<file path="config.mk">
export PLATFORM = sky130hd
export DESIGN_NAME = fetch_unit_flat
export DESIGN_NICKNAME = d
export VERILOG_FILES = /design/src/rtl/fetch_unit_if.sv /design/src/rtl/fetch_unit.sv /design/src/flat_wrapper.sv
export SDC_FILE = /design/constraint.sdc
export NUM_CORES = 1
export LEC_CHECK = 0
export ABC_AREA = 0
export BUFFER_PORTS_ARGS = -buffer_cell sky130_fd_sc_hd__buf_2
export CAP_MARGIN = 20
export CORE_ASPECT_RATIO = 0.8
export CORE_MARGIN = 2
export CORE_UTILIZATION = 48
export CTS_BUF_LIST = sky130_fd_sc_hd__clkbuf_4 sky130_fd_sc_hd__clkbuf_8
export CTS_CLUSTER_DIAMETER = 150
export DETAILED_ROUTE_END_ITERATION = 16
export PLACE_DENSITY = 0.78
export SYNTH_ARGS = -nofsm -noshare
export SYNTH_HDL_FRONTEND = slang
export SYNTH_SLANG_ARGS = --single-unit
</file>
<file path="constraint.sdc">
create_clock -name clock -period 2.4 [get_ports clock]
set_input_delay 0 -clock clock [delete_from_list [all_inputs] [get_ports clock]]
set_output_delay 0 -clock clock [all_outputs]
set_load 0.005 [all_outputs]
</file>
<file path="src/rtl/fetch_unit_if.sv">
// Instruction-fetch bus bundle: imem request/response, decode handshake and redirect inputs.
// master = fetch_unit side, slave = memory/decode/execute side.
interface fetch_unit_if;
    logic        io_imemReqValid;
    logic        io_imemReqReady;
    logic [31:0] io_imemAddr;
    logic        io_imemRspValid;
    logic [31:0] io_imemRspData;
    logic        io_instValid;
    logic        io_instReady;
    logic [31:0] io_inst;
    logic [4:0]  io_opcode;
    logic [31:0] io_pc;
    logic        io_redirect;
    logic [1:0]  io_nextPCsel;
    logic        io_branchTaken;
    logic [31:0] io_target;
    logic        io_misaligned;

    modport master (
        output io_imemReqValid, io_imemAddr, io_instValid, io_inst, io_opcode, io_pc, io_misaligned,
        input  io_imemReqReady, io_imemRspValid, io_imemRspData, io_instReady,
        input  io_redirect, io_nextPCsel, io_branchTaken, io_target
    );

    modport slave (
        input  io_imemReqValid, io_imemAddr, io_instValid, io_inst, io_opcode, io_pc, io_misaligned,
        output io_imemReqReady, io_imemRspValid, io_imemRspData, io_instReady,
        output io_redirect, io_nextPCsel, io_branchTaken, io_target
    );
endinterface

</file>
<file path="src/rtl/fetch_unit.sv">
// RV32I fetch front end: PC, single outstanding imem request, one-entry instruction buffer.
// Define FETCH_MISALIGN_CHECK_EN to flag (and halt on) misaligned redirect targets.
module fetch_unit #(
    parameter logic [31:0] RESET_PC = 32'h0000_0000
) (
    input logic          clock,
    input logic          reset,
    fetch_unit_if.master bus
);
    localparam logic [1:0] IDLE = 2'd0;
    localparam logic [1:0] REQ  = 2'd1;
    localparam logic [1:0] WAIT = 2'd2;
    localparam logic [1:0] HOLD = 2'd3;

    logic [1:0]  state, state_next;
    logic [31:0] pc, pc_next;
    logic        drop, drop_next;
    logic        capture;
    logic [31:0] addr_q, inst_q, inst_pc_q;
    logic        redirect_taken;
    logic [31:0] raw_target, target_eff;
    logic        misalign_hit;
    logic        halted;

    always_comb begin
        redirect_taken = bus.io_redirect &&
                         (bus.io_nextPCsel[1] || (bus.io_nextPCsel == 2'b01 && bus.io_branchTaken));
        raw_target = (bus.io_nextPCsel == 2'b11) ? {bus.io_target[31:1], 1'b0} : bus.io_target;
    end

`ifdef FETCH_MISALIGN_CHECK_EN
    logic misaligned_q;

    assign target_eff    = raw_target;
    assign misalign_hit  = redirect_taken && (raw_target[1:0] != 2'b00);
    assign halted        = misaligned_q;
    assign bus.io_misaligned = misaligned_q;

    always_ff @(posedge clock or negedge reset) begin
        if (!reset) misaligned_q <= 1'b0;
        else        misaligned_q <= misaligned_q | misalign_hit;
    end
`else
    assign target_eff    = raw_target & 32'hFFFF_FFFC;
    assign misalign_hit  = 1'b0;
    assign halted        = 1'b0;
    assign bus.io_misaligned = 1'b0;
`endif

    always_comb begin
        state_next = state;
        pc_next    = pc;
        drop_next  = drop;
        capture    = 1'b0;

        case (state)
            IDLE: if (!halted) state_next = REQ;
            REQ:  if (bus.io_imemReqReady) state_next = WAIT;
            WAIT: begin
                if (bus.io_imemRspValid) begin
                    if (drop || redirect_taken) begin
                        state_next = REQ;
                        drop_next  = 1'b0;
                    end else begin
                        capture    = 1'b1;
                        state_next = HOLD;
                    end
                end
            end
            HOLD: begin
                if (bus.io_instReady) begin
                    pc_next    = pc + 32'd4;
                    state_next = REQ;
                end
            end
            default: state_next = IDLE;
        endcase

        // Redirect overrides sequential PC; a request already on the bus must still
        // complete, so its response is marked stale rather than withdrawn.
        if (redirect_taken) begin
            pc_next = target_eff;
            case (state)
                REQ:     drop_next = 1'b1;
                WAIT:    if (!bus.io_imemRspValid) drop_next = 1'b1;
                HOLD:    state_next = REQ;
                default: ;
            endcase
            if (misalign_hit) begin
                state_next = IDLE;
                drop_next  = 1'b0;
            end
        end
    end

    always_ff @(posedge clock or negedge reset) begin
        if (!reset) begin
            state     <= IDLE;
            pc        <= RESET_PC;
            drop      <= 1'b0;
            addr_q    <= '0;
            inst_q    <= '0;
            inst_pc_q <= '0;
        end else begin
            state <= state_next;
            pc    <= pc_next;
            drop  <= drop_next;
            if (state_next == REQ && state != REQ) addr_q <= pc_next;
            if (capture) begin
                inst_q    <= bus.io_imemRspData;
                inst_pc_q <= pc;
            end
        end
    end

    assign bus.io_imemReqValid = (state == REQ);
    assign bus.io_imemAddr     = addr_q;
    assign bus.io_instValid    = (state == HOLD);
    assign bus.io_inst         = inst_q;
    assign bus.io_opcode       = inst_q[6:2];
    assign bus.io_pc           = inst_pc_q;
endmodule

</file>
<file path="src/flat_wrapper.sv">
// flat-port wrapper written by rule: the top's interface ports become plain ports
module fetch_unit_flat 
#(
    parameter logic [31:0] RESET_PC = 32'h0000_0000
)
  (clock, reset, bus_io_imemReqValid, bus_io_imemAddr, bus_io_instValid, bus_io_inst, bus_io_opcode, bus_io_pc, bus_io_misaligned, bus_io_imemReqReady, bus_io_imemRspValid, bus_io_imemRspData, bus_io_instReady, bus_io_redirect, bus_io_nextPCsel, bus_io_branchTaken, bus_io_target);
  fetch_unit_if bus_i ();
  input logic clock;
  input logic reset;
  output wire logic [$bits(bus_i.io_imemReqValid)-1:0] bus_io_imemReqValid;
  output wire logic [$bits(bus_i.io_imemAddr)-1:0] bus_io_imemAddr;
  output wire logic [$bits(bus_i.io_instValid)-1:0] bus_io_instValid;
  output wire logic [$bits(bus_i.io_inst)-1:0] bus_io_inst;
  output wire logic [$bits(bus_i.io_opcode)-1:0] bus_io_opcode;
  output wire logic [$bits(bus_i.io_pc)-1:0] bus_io_pc;
  output wire logic [$bits(bus_i.io_misaligned)-1:0] bus_io_misaligned;
  input wire logic [$bits(bus_i.io_imemReqReady)-1:0] bus_io_imemReqReady;
  input wire logic [$bits(bus_i.io_imemRspValid)-1:0] bus_io_imemRspValid;
  input wire logic [$bits(bus_i.io_imemRspData)-1:0] bus_io_imemRspData;
  input wire logic [$bits(bus_i.io_instReady)-1:0] bus_io_instReady;
  input wire logic [$bits(bus_i.io_redirect)-1:0] bus_io_redirect;
  input wire logic [$bits(bus_i.io_nextPCsel)-1:0] bus_io_nextPCsel;
  input wire logic [$bits(bus_i.io_branchTaken)-1:0] bus_io_branchTaken;
  input wire logic [$bits(bus_i.io_target)-1:0] bus_io_target;
  assign bus_io_imemReqValid = bus_i.io_imemReqValid;
  assign bus_io_imemAddr = bus_i.io_imemAddr;
  assign bus_io_instValid = bus_i.io_instValid;
  assign bus_io_inst = bus_i.io_inst;
  assign bus_io_opcode = bus_i.io_opcode;
  assign bus_io_pc = bus_i.io_pc;
  assign bus_io_misaligned = bus_i.io_misaligned;
  assign bus_i.io_imemReqReady = bus_io_imemReqReady;
  assign bus_i.io_imemRspValid = bus_io_imemRspValid;
  assign bus_i.io_imemRspData = bus_io_imemRspData;
  assign bus_i.io_instReady = bus_io_instReady;
  assign bus_i.io_redirect = bus_io_redirect;
  assign bus_i.io_nextPCsel = bus_io_nextPCsel;
  assign bus_i.io_branchTaken = bus_io_branchTaken;
  assign bus_i.io_target = bus_io_target;
  fetch_unit #(.RESET_PC(RESET_PC)) u_core (.clock(clock), .reset(reset), .bus(bus_i));
endmodule
</file>
==> run metrics, run 1 <==
fin crit share between 90% and 100%; setup ws final 68.2 ps; diode count 0; Least-Margin Pin Slew 802 ps; fill count 781; Routed wire per std cell 16.8 um; setup_tns 0 ps; Hold Crit Class primary input to flop; routability congestion estimate 0.810; global-route total usage across every layer 23.3%; first-pass GRT wire length roughly 23000 um; Place WS -45.5 ps; Internal Power ~6 mW; peak supply drop ~740 uV; Slew headroom 46.6%; P per Cell Area between 1000 and 1500 nW/um^2; PortBufs about 170; Leak Pwr ~3.8 nW; initial drt markers 320; #FFs+latches synth ~130; Distinct cells, synth 30; Logic pwr share 36.8%; Setup Crit Path Kind flop to flop; CTS Sinks ~130; Cell Area, Synth roughly 5600 sq um; sequential fraction of the synthesis area between 50% and 60%; Worst setup EP type flop; total grt overflow 0; H-tree levels 4; hpwl dp around 9400 um; CTS Root Cell clkbuf_8; IO Pins roughly 180; Rows 35; post-route antenna net violation count 0; Reg2Reg Depth 10; router iterations before antenna repair 5; Synth-to-Final Area Change 42.6%; Tot Pwr ~8.8 mW; fmax 429 MHz; max_cap viols 0; Inst Count DP 763; Final #Nets about 800; Worst EP required between 2000 and 3000 ps; startpoint types flop; Post-Syn Instances roughly 450; Clk pwr share a little under a quarter; Synth area leader dfrtp_1; Synth top cells by count dfrtp_1, mux2_2, nand2_1; worst clock skew around 13 ps; Core ar. approximately 11000 sq um; Seq pwr share between 30% and 40%; main flop type after synthesis dfrtp_1; Slew Viols, Final 0; clock buffer depth 2; Final setup viols 0; Worst Hold Depth 4; CTS tree built; syn_area_per_cell 12.6 sq um; total number of vias 4550; largest net degree at the start of global routing 62; final WL between 10000 and 15000 um; initial antenna violation count 0; via/cell ratio between 5 and 6; asr flop ratio synth between 90% and 100%; area share of the largest cell type after synthesis roughly 60%; Die ar. approximately 13000 sq um; Post-synth EDFFs 0; Die Height just over 100 um; total CTS buffers 17; clock latency on the worst-skew pair 430 ps; most frequent cell after synthesis dfrtp_1; Final Critical Period approximately 2300 ps; Finished Core Util 69.8%; clock-pin slew on the worst setup and hold paths 80 ps; switching share of power a little under a third; initial core utilization 48.9%; status finished, final reports clean; yosys warns 0; syn_nets around 520; Synth area leaders dfrtp_1, mux2_2, o21ai_0; layout cells sized above 1 47.1%; CP arrival between 2000 and 3000 ps; Final Hold Viols 0; Post-route DRC 0; Die Wd between 100 and 150 um; Non-Filler Instances a little under 900; crit path max fanout 12; vias in the first global route 4648; net switching power figure 2.70 mW
[flip-flops by register name, indices dropped and copies added (netlist names)]
name                    cells
u_core.bus.io_imemAddr     32
u_core.bus.io_inst         32
u_core.bus.io_pc           32
u_core.pc                  32
u_core.state                2
u_core.drop                 1
[power groups by stage]
stage | sequential (mW) | clock [mW] | combinational [mW]
6_report | 3.49 | 2.08 | 3.24
5_1_grt | 3.58 | 2.22 | 3.52
4_1_cts | 3.47 | 2.11 | 3.04
3_5_place_dp | 3.50 | 0 | 2.94
3_3_place_gp | 3.46 | 0 | 2.84
2_1_floorplan | 3.50 | 0 | 1.51
[through the flow]
stage | area (sq um) | hold WS, ps
detailed placement | 6770 | 135
finish | 7980 | 99.8
floorplan | 5600 | -296
CTS | 7890 | 85.1
global placement | 6770 | 133
global route | 7980 | 132
[final cells by class]
type	instances	area [sq um]	area share [%]
timing repair buffer	267	1830	23.0
clock inverter	12	179	2.24
multi-input combinational	277	2190	27.5
tap	148	185	2.32
inverter	10	37.5	0.471
sequential	131	3280	41.1
clock buffer	20	269	3.37
[logic make-up after synthesis]
kind of cell,after synthesis,synth area share [%]
multiplexers,97,19.5
AO/OA/AOI/OAI,58,6.06
buffers and inverters,37,3.00
adder cells (fa/ha/maj),5,1.12
XOR/XNOR,13,2.04
flip-flops,131,58.6
other,1,0.0670
AND/OR/NAND/NOR,103,9.62
[placed cells by master, fill, tap and decap left out, types with 2 or more instances in the layout]
| master | synthesis | routed |
|---|---|---|
| buf_2 | 5 | 172 |
| dfrtp_1 | 131 | 131 |
| mux2_2 | 96 | 96 |
| dlygate4sd3_1 | 0 | 65 |
| nand2_1 | 27 | 27 |
| o21ai_0 | 26 | 26 |
| buf_4 | 6 | 22 |
| nor2_1 | 21 | 21 |
| clkbuf_8 | 0 | 19 |
| a31oi_1 | 17 | 16 |
| nand3_1 | 12 | 12 |
| xnor2_1 | 11 | 11 |
| inv_1 | 10 | 10 |
| or3_1 | 9 | 9 |
| or4_1 | 8 | 8 |
| o31ai_1 | 9 | 7 |
| buf_12 | 0 | 6 |
| nand4_1 | 5 | 5 |
| and2_1 | 4 | 4 |
| a21oi_1 | 4 | 4 |
| nor4_1 | 4 | 4 |
| bufinv_16 | 0 | 4 |
| and4_1 | 3 | 3 |
| nor3_1 | 4 | 3 |
| ha_1 | 5 | 3 |
| clkinvlp_4 | 0 | 3 |
| a21o_1 | 2 | 2 |
| nor2b_1 | 2 | 2 |
| o31ai_2 | 0 | 2 |
| and3_1 | 2 | 2 |
| xor2_1 | 2 | 2 |
| clkinv_2 | 0 | 2 |
| clkinv_4 | 0 | 2 |
[layer usage]
metal | track usage (%) | routed length, um | vias up
met4 | 7.35 | 199 | 0
met5 | 0 | 0 | -
met3 | 6.63 | 906 | 20
met2 | 39.2 | 7060 | 164
met1 | 29.6 | 6350 | 2252
li1 | - | - | 2114
[what timing repair did]
action / CTS / global route
hold buffers: 65 / 0
pin swaps: 1 / 3
cloned: 0 / 1
resized for setup: 0 / 6
setup endpoints to repair: 3 / 32
setup buffers: 1 / 3
hold endpoints to repair: 136 / 0
[critical path: stages, from the launching register on]
cell and delay, ps:
dfrtp_1 420, buf_4 160, ha_1 180, nor2b_1 160
o31ai_2 250, buf_4 170, o31ai_2 70, a31oi_4 180
buf_12 140, buf_12 140, mux2_2 340
[path summary, 6_finish.rpt]
path	from	endpoint	slack (ps)
max in group asynchronous	reset	u_core.pc[2]	1410
min in group asynchronous	reset	u_core.bus.io_pc[9]	190
hold / removal	bus_io_instReady	u_core.pc[3]	100
setup reg to reg	u_core.state[1]	u_core.bus.io_imemAddr[30]	70
hold reg to reg	u_core.bus.io_inst[28]	u_core.bus.io_inst[28]	500
setup / recovery	u_core.state[1]	u_core.bus.io_imemAddr[30]	70
No activity file was read; power rests on OpenSTA's default activity.
==> run 2, diff against run 1 <==
RECOVER_POWER = 25   (was unset)
==> run 2 against run 1 <==
Largest power group unchanged. Power fell by 0.30%. Highest routed layer unchanged. Clock skew barely moved. Register-to-register slack barely moved. Non-clock buffer count did not move. Flip-flop and latch count did not move. The run now ends with max-capacitance violations, max-slew violations left. Largest cell class unchanged. Count of clock-buffer cells in the layout did not move. Cell area fell by 0.24%.
==> run metrics, run 2 (same netlist as run 1, synthesis figures left out) <==
Post-route DRC 0; P per Cell Area 1100 nW/um^2; Tot Pwr just under 9 mW; initial drt markers about 340; Slew Viols, Final between 60 and 70; router iterations before antenna repair 4; total grt overflow 0; commonest non-fill, non-tap cells in the layout buf_2, dfrtp_1, mux2_2, dlygate4sd3_1, nand2_1; CP arrival approximately 2600 ps; total CTS buffers 17; Final setup viols 0; Least-Margin Pin Slew ~1500 ps; peak supply drop between 700 and 800 uV; hpwl dp around 9400 um; Finished Core Util 69.6%; H-tree levels 4; Die Height 101 um; crit path max fanout 12; initial antenna violation count 0; CTS Root Cell clkbuf_8; fmax approximately 430 MHz; fin crit share 97.1%; clock latency on the worst-skew pair 430 ps; diode count 0; Slew headroom -3.23%; clock-pin slew on the worst setup and hold paths about 70 ps; Core ar. 11400 sq um; Non-Filler Instances 865; CTS Sinks 131; Worst setup EP type flop; largest net degree at the start of global routing 62; vias in the first global route between 4000 and 5000; max_cap viols 1; Die ar. roughly 13000 sq um; Die Wd roughly 120 um; post-route antenna net violation count 0; Inst Count DP 763; Leak Pwr 3.77 nW; IO Pins approximately 180; Synth-to-Final Area Change 42.2%; Rows 35; Final Hold Viols 0; final WL around 14000 um; Routed wire per std cell 16.7 um; routability congestion estimate between 0.8 and 0.9; commonest non-fill, non-tap cell in the layout buf_2; via/cell ratio approximately 5.2; first-pass GRT wire length around 23000 um; worst clock skew 13.5 ps; Setup Crit Path Kind flop to flop; status finished, violations left; Final #Nets between 700 and 800; startpoint types flop; layout cells sized above 1 45.3%; Worst EP required about 2700 ps; total number of vias 4523; Hold Crit Class primary input to flop; Final Critical Period approximately 2300 ps; global-route total usage across every layer approximately a quarter; CTS tree built; failing checks max-capacitance violations, max-slew violations; initial core utilization between 40% and 50%; clock buffer depth 2; PortBufs 173
[run 2: changes by cell type in the layout (fill, tap and decap cells not counted)]
cell / before / now
and2_0: 0 / 1
clkbuf_1: 0 / 13
clkbuf_2: 0 / 1
and2_1: 4 / 3
buf_2: 172 / 159
buf_4: 22 / 21
[run 2: report_power, final]
group	internal, mW	leakage [nW]	switching, mW	total, mW
Combinational	1.89	1.92	1.33	3.22
Sequential	2.99	1.63	0.493	3.49
Clock	1.20	0.219	0.879	2.08
Total	6.09	3.77	2.70	8.79
[run 2: through the flow]
step           TNS, ps  hold slack [ps]  worst slack, ps  instance area [sq um]
3_5_place_dp     -87.9              135            -45.5                   6770
2_1_floorplan        0             -296             58.2                   5600
6_report             0              101             68.5                   7960
5_1_grt           -546              132            -42.3                   7960
3_3_place_gp         0              133             59.6                   6770
4_1_cts              0             85.1             30.4                   7890
[run 2: final timing paths]
path                                   from                          to  slack (ps)  depth (start not counted)
setup / recovery            u_core.state[1]  u_core.bus.io_imemAddr[30]          70                         10
setup reg to reg            u_core.state[1]  u_core.bus.io_imemAddr[30]          70                         10
max in group asynchronous             reset                u_core.pc[2]         860                          3
min in group asynchronous             reset               u_core.pc[10]         490                          2
hold reg to reg                u_core.pc[1]         u_core.bus.io_pc[1]         510                          1
hold / removal             bus_io_instReady                u_core.pc[2]         100                          4
[run 2: final cells by class]
| type | count | area [sq um] |
|---|---|---|
| inverter | 10 | 37.5 |
| multi-input combinational | 277 | 2190 |
| clock inverter | 12 | 179 |
| sequential | 131 | 3280 |
| timing repair buffer | 267 | 1810 |
| tap | 148 | 185 |
| fill | 791 | 3470 |
| clock buffer | 20 | 269 |
[run 2: worst max-delay path, stage by stage (launching register included)]
cell and delay (ps):
dfrtp_1 420, buf_4 160, ha_1 180, nor2b_1 160, o31ai_2 250, buf_4 170, o31ai_2 70, a31oi_4 180
buf_12 140, buf_12 140, mux2_2 340
[run 2: timing repair]
item                                    in CTS  in global routing
pin swaps                                    1                  3
cloned                                       0                  1
hold buffers                                65                  0
endpoints found under the hold margin      136                  0
setup buffers                                1                  3
gates resized for setup                      0                  6
endpoints found under the setup margin       3                 32
[run 2: metal layers]
| layer | share of wire, % | track usage (%) | up-vias |
|---|---|---|---|
| met2 | 48 | 39.2 | 167 |
| met4 | 1.4 | 7.35 | 0 |
| met5 | 0 | 0 | - |
| met1 | 43 | 29.6 | 2225 |
| met3 | 6.6 | 6.63 | 20 |
| li1 | - | - | 2111 |
==> run 3, diff against run 2 <==
CORE_UTILIZATION = 53   (was 48)
PLACE_DENSITY = 0.82   (was 0.78)
clock period = 2.2 ns   (was 2.4 ns; I/O delays follow)
==> run 3 against run 2 <==
The run ends with negative setup slack left. Power is 24% higher. Clock power is 23% higher. Maximum frequency is 0.43% higher. Combinational power is 39% higher. Cell count is 1.7% higher. Non-clock buffer count is 24 higher. Global-route usage is 6.7 points higher. Worst hold slack worse by 18 ps. Register-to-register slack worse by 190 ps. Critical path type unchanged.
==> run metrics, run 3 (same netlist as run 1, synthesis figures left out) <==
Worst path most repeated cell buf_4; Final setup viols 35; total grt overflow 0; Die Height roughly 96 um; critical path's largest stage delay 390 ps; Place WS -93.5 ps; CTS Root Cell clkbuf_8; vias in the first global route 5024; global-route total usage across every layer between 20% and 30%; IO Pins about 180; H-tree levels 4; final WL 17300 um; slowest stage cell, crit path dfrtp_1; Final Hold Viols 0; commonest non-fill, non-tap cell in the layout buf_2; Least-Margin Pin Slew approximately 1100 ps; switching share of power 31.2%; Core ar. 10300 sq um; Final Critical Period 2320 ps; CTS tree built; P per Cell Area around 1300 nW/um^2; Logic pwr share 41.1%; Worst setup EP type flop; Slew headroom 29.5%; fmax around 430 MHz; max_cap viols 0; diode count 0; Rows 33; worst clock skew approximately 13 ps; Finished Core Util a little over 80%; Slew Viols, Final 0; Synth-to-Final Area Change 51.7%; layout cells sized above 1 51.8%; Die ar. 11400 sq um; initial antenna violation count 0; peak supply drop ~760 uV; Routed wire per std cell around 20 um; largest net degree at the start of global routing 45; commonest non-fill, non-tap cells in the layout buf_2, dfrtp_1, mux2_2, dlygate4sd3_1, buf_4; Internal Power roughly 7.5 mW; crit path max fanout 5; unrepaired setup endpoints after global routing yes; failing checks negative setup slack; net switching power figure 3.40 mW; total number of vias roughly 5000; initial core utilization 54.4%; clock buffer depth 2; setup_tns -3230 ps; post-route antenna net violation count 0; total CTS buffers 17; status finished, violations left; routability congestion estimate between 0.8 and 0.9; fin crit share 106%; router iterations before antenna repair 6; Worst EP required 2520 ps; first-pass GRT wire length 26000 um; setup ws final -121 ps; clock latency on the worst-skew pair 440 ps; clock-pin slew on the worst setup and hold paths ~70 ps; CTS Sinks around 130; via/cell ratio roughly 5.6; Leak Pwr ~4 nW; CP arrival 2640 ps; Clk pwr share 23.5%; Die Wd about 120 um; critical path cell sequence buf_4, inv_2, ha_4, buf_4, o21ai_0, a21oi_2, o31ai_4, a31oi_4, buf_12, buf_8, mux2_2; Setup Crit Path Kind flop to flop; Hold Crit Class primary input to flop; Post-route DRC 0; Final #Nets between 800 and 900; Seq pwr share a little over a third; startpoint types flop; minimum hold slack about 83 ps; PortBufs ~170; hpwl dp around 9700 um; initial drt markers between 300 and 400
==> run 3: cell types whose count changed in the layout (fill, tap and decap cells not counted), sizes merged <==
cell and change:
clkinvlp -1, bufinv +3, clkinv -1, clkbuf -15
buf +37
==> run 3: final timing paths <==
path / startpoint / end / slack (ps) / cells past startpoint
min in group asynchronous: reset / u_core.bus.io_imemAddr[17] / 250 / 2
max in group asynchronous: reset / u_core.bus.io_pc[14] / 360 / 3
worst max register to register: u_core.state[0] / u_core.bus.io_imemAddr[25] / -120 / 11
worst min-delay path: bus_io_target[27] / u_core.pc[27] / 80 / 4
worst max-delay path: u_core.state[0] / u_core.bus.io_imemAddr[25] / -120 / 11
worst min register to register: u_core.bus.io_imemAddr[25] / u_core.bus.io_imemAddr[25] / 510 / 1
==> run 3: area by class of cell <==
type                            count  area [sq um]
Fill cell                         527          1800
Multi-Input combinational cell    277          2480
Clock inverter                     13           256
Sequential cell                   131          3280
Timing Repair Buffer              291          2020
Tap cell                          140           175
Clock buffer                       18           241
Inverter                           10          37.5
==> run 3: worst max-delay path, delay by kind of cell (launching register included) <==
family | cells | cell delay (ps)
buffers and inverters | 5 | 690
adder cells (fa/ha/maj) | 1 | 140
AO/OA/AOI/OAI | 4 | 670
multiplexers | 1 | 330
flip-flops | 1 | 390
==> run 3: metal layers <==
layer / vias up / track usage (%) / routed length (um)
met5: - / 0 / 0
met4: 0 / 11.1 / 432
met3: 48 / 7.58 / 1220
met2: 268 / 51.4 / 8610
met1: 2440 / 37.4 / 7030
li1: 2156 / - / -
==> run 3: repair_timing <==
| action | in CTS | in global routing |
|---|---|---|
| buffers inserted | 8 | 4 |
| gates cloned | 3 | 1 |
| hold buffers | 65 | 0 |
| resized for setup | 61 | 22 |
| endpoints found under the hold margin | 156 | 0 |
| setup endpoints to repair | 46 | 60 |
| pin swaps | 4 | 7 |
==> run 3: power by group through the flow <==
stage	Clock (mW)	Sequential [mW]	Combinational [mW]
finish	2.56	3.87	4.48
global placement	0	3.78	3.08
floorplan	0	3.82	1.73
CTS	2.58	3.81	4.31
global route	2.69	3.94	4.77
detailed placement	0	3.83	3.21
==> run 3: through the flow <==
| step | total power, mW | cells | cell area (sq um) |
|---|---|---|---|
| floorplan | 5.55 | 445 | 5640 |
| detailed placement | 7.04 | 768 | 6850 |
| finish | 10.9 | 880 | 8490 |
| CTS | 10.7 | 875 | 8370 |
| global placement | 6.86 | 768 | 6850 |
| global route | 11.4 | 880 | 8490 |
